### src/rtl/legv8_multicycle_ctrl_if.sv
// Control/memory handshake bundle between the LEGv8 multicycle sequencer
// and its datapath + unified memory.
interface legv8_multicycle_ctrl_if #(
  parameter int unsigned CNT_W = 32
);
  logic             run;
  logic [31:0]      instruction;
  logic             zero;
  logic             mem_ready;
  logic             mem_req;
  logic             IorD;
  logic             IRWrite;
  logic             PCWrite;
  logic             PCSrc;
  logic             Reg2Loc;
  logic             MemRead;
  logic             MemWrite;
  logic             MemtoReg;
  logic             RegWrite;
  logic             ALUSrc;
  logic [1:0]       ALUOp;
  logic             trap;
  logic [1:0]       trap_cause;
  logic [CNT_W-1:0] retired;

  // Sequencer side
  modport master (
    input  run, instruction, zero, mem_ready,
    output mem_req, IorD, IRWrite, PCWrite, PCSrc, Reg2Loc, MemRead, MemWrite,
           MemtoReg, RegWrite, ALUSrc, ALUOp, trap, trap_cause, retired
  );

  // Datapath / memory side
  modport slave (
    output run, instruction, zero, mem_ready,
    input  mem_req, IorD, IRWrite, PCWrite, PCSrc, Reg2Loc, MemRead, MemWrite,
           MemtoReg, RegWrite, ALUSrc, ALUOp, trap, trap_cause, retired
  );
endinterface

### src/rtl/legv8_multicycle_ctrl.sv
// Multicycle control sequencer for the LEGv8 subset (ADD/SUB/AND/ORR,
// LDUR, STUR, CBZ) sharing one memory port between fetch and data access.
module legv8_multicycle_ctrl #(
  parameter int unsigned MEM_TIMEOUT = 16,
  parameter int unsigned CNT_W       = 32
) (
  input  logic clk,
  input  logic reset_n,
  legv8_multicycle_ctrl_if.master bus
);

  localparam int unsigned WAIT_W = (MEM_TIMEOUT > 1) ? $clog2(MEM_TIMEOUT) : 1;

  typedef enum logic [2:0] {
    S_IDLE, S_FETCH, S_DECODE, S_EXEC, S_MEM, S_WB, S_TRAP
  } state_t;

  typedef enum logic [2:0] {
    CL_R, CL_LD, CL_ST, CL_CBZ, CL_ILL
  } cls_t;

  state_t             state_q, state_d;
  cls_t               cls_q, cls_d, dec_cls;
  logic [1:0]         cause_q, cause_d;
  logic [WAIT_W-1:0]  wait_q, wait_d;
  logic [CNT_W-1:0]   retired_q, retired_d;
  logic [10:0]        opcode;
  logic               timeout;
  logic               unused_ok;

  logic mem_req, iord, irwrite, pcwrite, pcsrc, reg2loc, memread, memwrite;
  logic memtoreg, regwrite, alusrc, trap;
  logic [1:0] aluop;

  assign opcode    = bus.instruction[31:21];
  assign unused_ok = ^bus.instruction[20:0];
  // wait_q holds cycles already waited; this cycle would be the last allowed one
  assign timeout   = (wait_q == WAIT_W'(MEM_TIMEOUT - 1));

  // Opcode classification
  always_comb begin
    dec_cls = CL_ILL;
    case (opcode)
      11'b10001011000, 11'b11001011000,
      11'b10001010000, 11'b10101010000: dec_cls = CL_R;
      11'b11111000010:                  dec_cls = CL_LD;
      11'b11111000000:                  dec_cls = CL_ST;
      default: if (opcode[10:3] == 8'b10110100) dec_cls = CL_CBZ;
    endcase
  end

  // State, latched class, trap cause, wait counter and retire counter
  always_ff @(posedge clk or negedge reset_n) begin
    if (!reset_n) begin
      state_q   <= S_IDLE;
      cls_q     <= CL_ILL;
      cause_q   <= '0;
      wait_q    <= '0;
      retired_q <= '0;
    end else begin
      state_q   <= state_d;
      cls_q     <= cls_d;
      cause_q   <= cause_d;
      wait_q    <= wait_d;
      retired_q <= retired_d;
    end
  end

  // Next-state and per-phase control outputs
  always_comb begin
    state_d   = state_q;
    cls_d     = cls_q;
    cause_d   = cause_q;
    wait_d    = '0;
    retired_d = retired_q;
    mem_req   = 1'b0;
    iord      = 1'b0;
    irwrite   = 1'b0;
    pcwrite   = 1'b0;
    pcsrc     = 1'b0;
    reg2loc   = 1'b0;
    memread   = 1'b0;
    memwrite  = 1'b0;
    memtoreg  = 1'b0;
    regwrite  = 1'b0;
    alusrc    = 1'b0;
    aluop     = 2'b00;
    trap      = 1'b0;
    case (state_q)
      S_IDLE: begin
        if (bus.run) state_d = S_FETCH;
      end
      S_FETCH: begin
        mem_req = 1'b1;
        memread = 1'b1;
        if (bus.mem_ready) begin
          irwrite = 1'b1;
          pcwrite = 1'b1;
          state_d = S_DECODE;
        end else if (timeout) begin
          cause_d = 2'b10;
          state_d = S_TRAP;
        end else begin
          wait_d = wait_q + 1'b1;
        end
      end
      S_DECODE: begin
        cls_d   = dec_cls;
        reg2loc = (dec_cls == CL_ST) || (dec_cls == CL_CBZ);
        if (dec_cls == CL_ILL) begin
          cause_d = 2'b01;
          state_d = S_TRAP;
        end else begin
          state_d = S_EXEC;
        end
      end
      S_EXEC: begin
        case (cls_q)
          CL_R: begin
            aluop   = 2'b10;
            state_d = S_WB;
          end
          CL_LD, CL_ST: begin
            alusrc  = 1'b1;
            reg2loc = (cls_q == CL_ST);
            state_d = S_MEM;
          end
          CL_CBZ: begin
            reg2loc   = 1'b1;
            aluop     = 2'b01;
            pcwrite   = bus.zero;
            pcsrc     = bus.zero;
            retired_d = retired_q + 1'b1;
            state_d   = bus.run ? S_FETCH : S_IDLE;
          end
          default: begin
            cause_d = 2'b01;
            state_d = S_TRAP;
          end
        endcase
      end
      S_MEM: begin
        mem_req  = 1'b1;
        iord     = 1'b1;
        alusrc   = 1'b1;
        memread  = (cls_q == CL_LD);
        memwrite = (cls_q != CL_LD);
        if (bus.mem_ready) begin
          if (cls_q == CL_LD) begin
            state_d = S_WB;
          end else begin
            retired_d = retired_q + 1'b1;
            state_d   = bus.run ? S_FETCH : S_IDLE;
          end
        end else if (timeout) begin
          cause_d = 2'b11;
          state_d = S_TRAP;
        end else begin
          wait_d = wait_q + 1'b1;
        end
      end
      S_WB: begin
        regwrite  = 1'b1;
        memtoreg  = (cls_q == CL_LD);
        retired_d = retired_q + 1'b1;
        state_d   = bus.run ? S_FETCH : S_IDLE;
      end
      S_TRAP: begin
        trap = 1'b1;
      end
      default: state_d = S_IDLE;
    endcase
  end

  assign bus.mem_req    = mem_req;
  assign bus.IorD       = iord;
  assign bus.IRWrite    = irwrite;
  assign bus.PCWrite    = pcwrite;
  assign bus.PCSrc      = pcsrc;
  assign bus.Reg2Loc    = reg2loc;
  assign bus.MemRead    = memread;
  assign bus.MemWrite   = memwrite;
  assign bus.MemtoReg   = memtoreg;
  assign bus.RegWrite   = regwrite;
  assign bus.ALUSrc     = alusrc;
  assign bus.ALUOp      = aluop;
  assign bus.trap       = trap;
  assign bus.trap_cause = cause_q;
  assign bus.retired    = retired_q;

endmodule

### src/flat_wrapper.sv
// flat-port wrapper written by rule: the top's interface ports become plain ports
module legv8_multicycle_ctrl_flat 
#(
  parameter int unsigned MEM_TIMEOUT = 16,
  parameter int unsigned CNT_W       = 32
)
  (clk, reset_n, bus_run, bus_instruction, bus_zero, bus_mem_ready, bus_mem_req, bus_IorD, bus_IRWrite, bus_PCWrite, bus_PCSrc, bus_Reg2Loc, bus_MemRead, bus_MemWrite, bus_MemtoReg, bus_RegWrite, bus_ALUSrc, bus_ALUOp, bus_trap, bus_trap_cause, bus_retired);
  legv8_multicycle_ctrl_if #(.CNT_W(CNT_W)) bus_i ();
  input  logic clk;
  input  logic reset_n;
  input wire logic [$bits(bus_i.run)-1:0] bus_run;
  input wire logic [$bits(bus_i.instruction)-1:0] bus_instruction;
  input wire logic [$bits(bus_i.zero)-1:0] bus_zero;
  input wire logic [$bits(bus_i.mem_ready)-1:0] bus_mem_ready;
  output wire logic [$bits(bus_i.mem_req)-1:0] bus_mem_req;
  output wire logic [$bits(bus_i.IorD)-1:0] bus_IorD;
  output wire logic [$bits(bus_i.IRWrite)-1:0] bus_IRWrite;
  output wire logic [$bits(bus_i.PCWrite)-1:0] bus_PCWrite;
  output wire logic [$bits(bus_i.PCSrc)-1:0] bus_PCSrc;
  output wire logic [$bits(bus_i.Reg2Loc)-1:0] bus_Reg2Loc;
  output wire logic [$bits(bus_i.MemRead)-1:0] bus_MemRead;
  output wire logic [$bits(bus_i.MemWrite)-1:0] bus_MemWrite;
  output wire logic [$bits(bus_i.MemtoReg)-1:0] bus_MemtoReg;
  output wire logic [$bits(bus_i.RegWrite)-1:0] bus_RegWrite;
  output wire logic [$bits(bus_i.ALUSrc)-1:0] bus_ALUSrc;
  output wire logic [$bits(bus_i.ALUOp)-1:0] bus_ALUOp;
  output wire logic [$bits(bus_i.trap)-1:0] bus_trap;
  output wire logic [$bits(bus_i.trap_cause)-1:0] bus_trap_cause;
  output wire logic [$bits(bus_i.retired)-1:0] bus_retired;
  assign bus_i.run = bus_run;
  assign bus_i.instruction = bus_instruction;
  assign bus_i.zero = bus_zero;
  assign bus_i.mem_ready = bus_mem_ready;
  assign bus_mem_req = bus_i.mem_req;
  assign bus_IorD = bus_i.IorD;
  assign bus_IRWrite = bus_i.IRWrite;
  assign bus_PCWrite = bus_i.PCWrite;
  assign bus_PCSrc = bus_i.PCSrc;
  assign bus_Reg2Loc = bus_i.Reg2Loc;
  assign bus_MemRead = bus_i.MemRead;
  assign bus_MemWrite = bus_i.MemWrite;
  assign bus_MemtoReg = bus_i.MemtoReg;
  assign bus_RegWrite = bus_i.RegWrite;
  assign bus_ALUSrc = bus_i.ALUSrc;
  assign bus_ALUOp = bus_i.ALUOp;
  assign bus_trap = bus_i.trap;
  assign bus_trap_cause = bus_i.trap_cause;
  assign bus_retired = bus_i.retired;
  legv8_multicycle_ctrl #(.MEM_TIMEOUT(MEM_TIMEOUT), .CNT_W(CNT_W)) u_core (.clk(clk), .reset_n(reset_n), .bus(bus_i));
endmodule
### config.mk
export PLATFORM = sky130hd
export DESIGN_NAME = legv8_multicycle_ctrl_flat
export DESIGN_NICKNAME = d
export VERILOG_FILES = /design/src/rtl/legv8_multicycle_ctrl_if.sv /design/src/rtl/legv8_multicycle_ctrl.sv /design/src/flat_wrapper.sv
export SDC_FILE = /design/constraint.sdc
export NUM_CORES = 1
export LEC_CHECK = 0
export CAP_MARGIN = 0
export CORE_ASPECT_RATIO = 2
export CORE_UTILIZATION = 30
export DETAILED_ROUTE_END_ITERATION = 8
export GPL_TIMING_DRIVEN = 1
export PLACE_DENSITY = 0.67
export SLEW_MARGIN = 20
export SYNTH_ARGS = -nofsm -noshare
export SYNTH_HDL_FRONTEND = slang
export SYNTH_SLANG_ARGS = --single-unit
### constraint.sdc
create_clock -name clk -period 3 [get_ports clk]
set_input_delay 0.45 -clock clk [delete_from_list [all_inputs] [get_ports clk]]
set_output_delay 0.45 -clock clk [all_outputs]
set_load 0.1 [all_outputs]
# After elaboration in Yosys (flattened, before gate mapping)
# Cells that the tools add are included.
classes:
  n_addsub: 2
  multipliers: 0
  n_div: 0
  magnitude_cmp: 0
  eq_ne: 31
  shifts: 0
  n_mux: 43
  bitwise_logic: 1
  n_reduce_logical: 12
ops:
  columns: ["op", "n"]
  rows:
  - ["2-to-1 mux 32 bit", 3]
  - ["one-hot mux 32 bit (3 select lines)", 1]
  - ["equality test 11 bit (second input constant)", 6]
  - ["adder 32 x 1 -> 32 bit (second input constant)", 1]
  - ["2-to-1 mux 3 bit", 7]
  - ["one-hot mux 3 bit (7 select lines)", 1]
  - ["equality test 3 x 2 -> 1 bit (second input constant)", 6]
  - ["one-hot mux 3 bit (3 select lines)", 2]
  - ["2-to-1 mux 2 bit", 7]
  - ["equality test 3 bit (second input constant)", 4]
  - ["2-to-1 mux 1 bit", 12]
  - ["2-to-1 mux 4 bit", 3]
  - ["!= test 2 bit (second input constant)", 6]
  - ["one-hot mux 1 bit (2 select lines)", 5]
  - ["equality test 8 bit (second input constant)", 1]
  - ["!= test 2 x 1 -> 1 bit (second input constant)", 4]
  - ["one-hot mux 2 bit (4 select lines)", 1]
  - ["OR reduction 4 bit", 2]
  - ["AND reduction 7 bit", 1]
  - ["equality test 3 x 1 -> 1 bit (second input constant)", 2]
  - ["zero test 3 bit", 2]
  - ["adder 4 x 1 -> 4 bit (second input constant)", 1]
  - ["equality test 4 bit (second input constant)", 1]
  - ["one-hot mux 2 bit (2 select lines)", 1]
  - ["other kinds (8)", 9]
totals:
  regBits: 44
  latchBits: 0
  mem_bits_rw: 0
  mem_bits_ro: 0
  input_bits: 37
  out_inout_bits: 48
  n_memories: 0

# Depth between registers and ports, before layout
depth:
  word_depth: 6
  ltp_mapped: 7
  depth_no_buf: 6

# Worst setup path after synthesis
# OpenSTA, ideal clock, no wires.
synth_path:
  kind: "register -> output"
  start: "register u_core.state_q[0]"
  end: "output port bus_PCWrite"
  t_arrival_ns: 3.708
  t_required_ns: 2.550
  path_slack_ns: -1.158
  path_stages_with_launch: 7
  n_path_buf: 1
  path_cell_list: "dfrtp_1 -> clkbuf_1 -> nor2b_1 -> nand2_1 -> nor2_1 -> and2_1 -> or2_2"
synth_via:
  elab_chain_len: 2
  word_cells_on_any_way: 3
synth_lines:
  columns: ["element", "line", "text"]
  rows:
  - ["start: declaration", "legv8_multicycle_ctrl.sv:22", "state_t state_q, state_d;"]
  - ["start signal: assignment", "legv8_multicycle_ctrl.sv:61", "state_q <= state_d;"]
  - ["equality test 3 x 2 -> 1 bit / equality test 3 x 1 -> 1 bit (equally long branches)", "legv8_multicycle_ctrl.sv:89", "case (state_q)"]
  - ["one-hot mux 1 bit (2 select lines) *", "legv8_multicycle_ctrl.sv:89", null]
  - ["end: declaration", "flat_wrapper.sv:18", "output wire logic [$bits(bus_i.PCWrite)-1:0] bus_PCWrite;"]
# Every way passes the cells marked *; elsewhere a longest branch is shown, timed or not.

# Worst setup path after layout
layout_path:
  start: "input port bus_instruction[26]"
  end: "output port bus_Reg2Loc"
layout_via:
  elab_chain_len: 6
  word_cells_on_any_way: 14
layout_lines:
  columns: ["element", "line", "text"]
  rows:
  - ["start: declaration", "flat_wrapper.sv:12", "input wire logic [$bits(bus_i.instruction)-1:0] bus_instruction;"]
  - ["equality test 11 bit / equality test 8 bit (equally long branches)", "legv8_multicycle_ctrl.sv:43, legv8_multicycle_ctrl.sv:48", null]
  - ["OR reduction 4 bit / 2-to-1 mux 3 bit (equally long branches)", "legv8_multicycle_ctrl.sv:43, legv8_multicycle_ctrl.sv:48", null]
  - ["one-hot mux 3 bit (3 select lines) *", "legv8_multicycle_ctrl.sv:43", "case (opcode)"]
  - ["equality test 3 x 2 -> 1 bit", "legv8_multicycle_ctrl.sv:109", "reg2loc = (dec_cls == CL_ST) || (dec_cls == CL_CBZ);"]
  - ["logical OR 1 bit *", "legv8_multicycle_ctrl.sv:109", null]
  - ["one-hot mux 1 bit (2 select lines) *", "legv8_multicycle_ctrl.sv:89", null]
  - ["end: declaration", "flat_wrapper.sv:20", "output wire logic [$bits(bus_i.Reg2Loc)-1:0] bus_Reg2Loc;"]
# Marked as above.

==> impl_metrics.env <==
export IMPL_status="finished, final reports clean"
export IMPL_fin_ws_ps=288
export IMPL_maxCapViolations=0
export IMPL_dp_final_hpwl_mm=4.52
export IMPL_power_w=0.00248
export IMPL_area_growth_pct=34.0
export IMPL_rows=46
export IMPL_initial_core_util_pct=30.8
export IMPL_place_area_um2=3100
export IMPL_firstDrtPassIters=4
export IMPL_startpoint_type="input port"
export IMPL_synth_edff_count=0
export IMPL_cts_resized=0
export IMPL_ctsHoldBuffers=0
export IMPL_setup_viol=0
export IMPL_relSlewSlack_pct=62.8
export IMPL_min_period_ps=2710
export IMPL_crit_arrival_ps=2260
export IMPL_power_leakage_nw=1.57
export IMPL_cts_root_buf="clkbuf_16"
export IMPL_final_cell_area_um2=3250
export IMPL_cp_depth=7
export IMPL_reg2reg_from="u_core.state_q[2]"
export IMPL_wirelength_mm=5.92
export IMPL_numPortBuffers=63
export IMPL_track_usage_pct=15.3
export IMPL_reg2reg_slack_ps=980
export IMPL_cts_setup_buffers=0
export IMPL_vdd_drop_max_mv=0.344
export IMPL_vias=2079
export IMPL_drtIter0Drc=84
export IMPL_multi_input_area_um2=1260
export IMPL_clockBufferDepth=2
export IMPL_critPathMaxStageDelay_ps=420
export IMPL_clkLatencyLatePin_ps=290
export IMPL_drcViolationCount=0
export IMPL_cts_tree="built"
export IMPL_syn_nets=292
export IMPL_netlist_area_um2=2430
export IMPL_wl_per_cell_um=14.2
export IMPL_critical_path_class="input port to output port"
export IMPL_dpl_cell_count=409
export IMPL_fp_dieH_um=129
export IMPL_min_path_type="input port to asynchronous set/reset pin"
export IMPL_fillers=809
export IMPL_timing_rr_end="u_core.bus.retired[31]"
export IMPL_h_tree_depth=2
export IMPL_grt_start_max_net_pins=45
export IMPL_worstSetupStartpoint="bus_instruction[26]"
export IMPL_final_cells=417
export IMPL_pre_cts_ws_ps=300
export IMPL_dieArea_um2=8480
export IMPL_final_antenna_net_count=0
export IMPL_cp_max_fo=2
export IMPL_p_per_area_nw_per_um2=764
export IMPL_grt_overflow=0
export IMPL_register_area_um2=1100
export IMPL_cp_num_buf_inv=2
export IMPL_grt_pass1_vias=2045
export IMPL_diodes=0
export IMPL_ff2ff_path_depth=5
export IMPL_cts_sinks=44
export IMPL_routed_via_density=4.99
export IMPL_worst_slew_pin_slew_ps=558
export IMPL_async_flop_share_pct=100
export IMPL_syn_area_per_cell_um2=9.59
export IMPL_core_um2=7890
export IMPL_synthCells=253
export IMPL_end_kind="output port"
export IMPL_die_w_um=65.6
export IMPL_place_congestion=0.795
export IMPL_clkTransAtPathRegs_ps=60
export IMPL_grt_setup_unrepaired="false"
export IMPL_synth_flop_cell="dfrtp_1"
export IMPL_critical_path_slowest_cell="clkdlybuf4s50_1"
export IMPL_min_period_over_period_pct=90.4
export IMPL_synth_distinct_cells=48
export IMPL_endpoint="bus_Reg2Loc"
export IMPL_ios=85
export IMPL_drive_gt1_share_pct=24.6
export IMPL_fmax_mhz=369
export IMPL_ys_seq_area_share_pct=45.4
export IMPL_cts_buffers=5
export IMPL_grt_pass1_wl_mm=9.81
export IMPL_yosys_warnings=0
export IMPL_antenna_found_initial=0
export IMPL_fin_nets=359
export IMPL_maxSlewViolCount=0
export IMPL_required_ps=2550
export IMPL_hold_violations=0
export IMPL_path_cells="clkdlybuf4s50_1, nor4b_1, a31oi_1, or2_2, o21ai_0, and3_1, buf_12"
export IMPL_synth_seq_cells=44
export IMPL_critical_path_top_delay_family="simple AND/OR/NAND/NOR gates"
export IMPL_finClkSkew_ps=3.78
-- synth_stat cells, types with 2 or more instances --
| master | n | area share [%] |
|---|---|---|
| a31oi_1 | 2 | 0.52 |
| xnor2_1 | 16 | 5.8 |
| nand2_1 | 24 | 3.7 |
| and3_1 | 10 | 2.6 |
| o21ai_0 | 8 | 1.6 |
| xor2_1 | 18 | 6.5 |
| nor3_1 | 12 | 2.5 |
| nor2b_1 | 6 | 1.5 |
| and2_1 | 5 | 1.3 |
| nor4_4 | 2 | 1.8 |
| nand4_1 | 7 | 1.8 |
| a211oi_1 | 2 | 0.62 |
| buf_2 | 3 | 0.62 |
| clkbuf_1 | 4 | 0.62 |
| o211ai_1 | 3 | 0.93 |
| nand4_4 | 2 | 1.8 |
| ha_1 | 2 | 1.0 |
| o22ai_1 | 2 | 0.52 |
| dfrtp_1 | 43 | 44 |
| inv_1 | 8 | 1.2 |
| or2_2 | 2 | 0.52 |
| nor2_1 | 28 | 4.3 |
| nor3b_1 | 2 | 0.62 |
| a21oi_1 | 4 | 0.82 |
| nor3_2 | 2 | 0.82 |
| nand3_1 | 14 | 2.9 |
-- where the power goes --
group	total (W)	internal (W)	switching (W)
sequential	0.000759	0.000666	0.0000931
clock	0.000546	0.000332	0.000214
combinational	0.00118	0.000283	0.000894
-- through the flow --
| step | setup TNS, ps | hold WS, ps | utilization, % |
|---|---|---|---|
| floorplan | -384 | 154 | - |
| global placement | 0 | 461 | 39.4 |
| detailed placement | 0 | 465 | 39.4 |
| CTS | 0 | 361 | 41.2 |
| global route | 0 | 205 | 41.2 |
| finish | 0 | 154 | 41.2 |
-- logic make-up after synthesis --
| group | Yosys count | share of synthesized area [%] |
|---|---|---|
| AND/OR/NAND/NOR | 126 | 29.7 |
| flip-flops | 44 | 45.4 |
| XOR/XNOR | 34 | 12.3 |
| AO/OA/AOI/OAI | 28 | 7.58 |
| buffers and inverters | 17 | 3.14 |
| multiplexers | 2 | 0.876 |
| adder cells (fa/ha/maj) | 2 | 1.03 |
-- placed cells by master, fill, tap and decap left out, types with 10 or more instances in the layout --
master / n
nor3_1: 10
dfrtp_1: 43
clkdlybuf4s50_1: 14
nand3_1: 14
buf_4: 52
and3_1: 10
xor2_1: 18
nor2_1: 27
xnor2_1: 16
nand2_1: 24
-- worst min path at each step --
stage	from	end	slack, ps	cells past startpoint
6_report	reset_n	u_core.bus.retired[6]	150	1
5_1_grt	reset_n	u_core.bus.retired[8]	200	1
3_5_place_dp	u_core.bus.retired[31]	u_core.bus.retired[31]	460	1
2_1_floorplan	reset_n	u_core.bus.retired[0]	150	0
3_3_place_gp	u_core.bus.retired[31]	u_core.bus.retired[31]	460	1
4_1_cts	reset_n	u_core.bus.retired[8]	360	1
-- registers in the layout, summed over array words and instances (netlist names) --
| signal | cells |
|---|---|
| u_core.bus.retired | 32 |
| u_core.wait_q | 4 |
| u_core.cls_q | 3 |
| u_core.state_q | 3 |
| u_core.bus.trap_cause | 2 |
-- per-layer routing --
layer,global-route usage (%),vias to the layer above,part of all wire [%]
li1,-,1009,-
met3,2.90,14,2.8
met2,28.0,50,57
met4,9.21,0,3.7
met5,0,-,0
met1,15.6,1006,37
-- cell type report --
cell class              count  share of cell area [%]
multi-input cells         192                    38.8
flip-flops and latches     44                    33.9
repair buffers             69                    18.2
clock buffers               8                    4.50
well taps                  96                    3.69
inverters                   8                   0.923
-- worst reg2reg max path, cell delays in order (launching register included) --
cell	delay, ps
dfrtp_1	570
nor2b_1	280
a41o_1	280
nand4_2	360
nor4_2	290
xor2_1	170
Power figures use the tool's default switching activity.
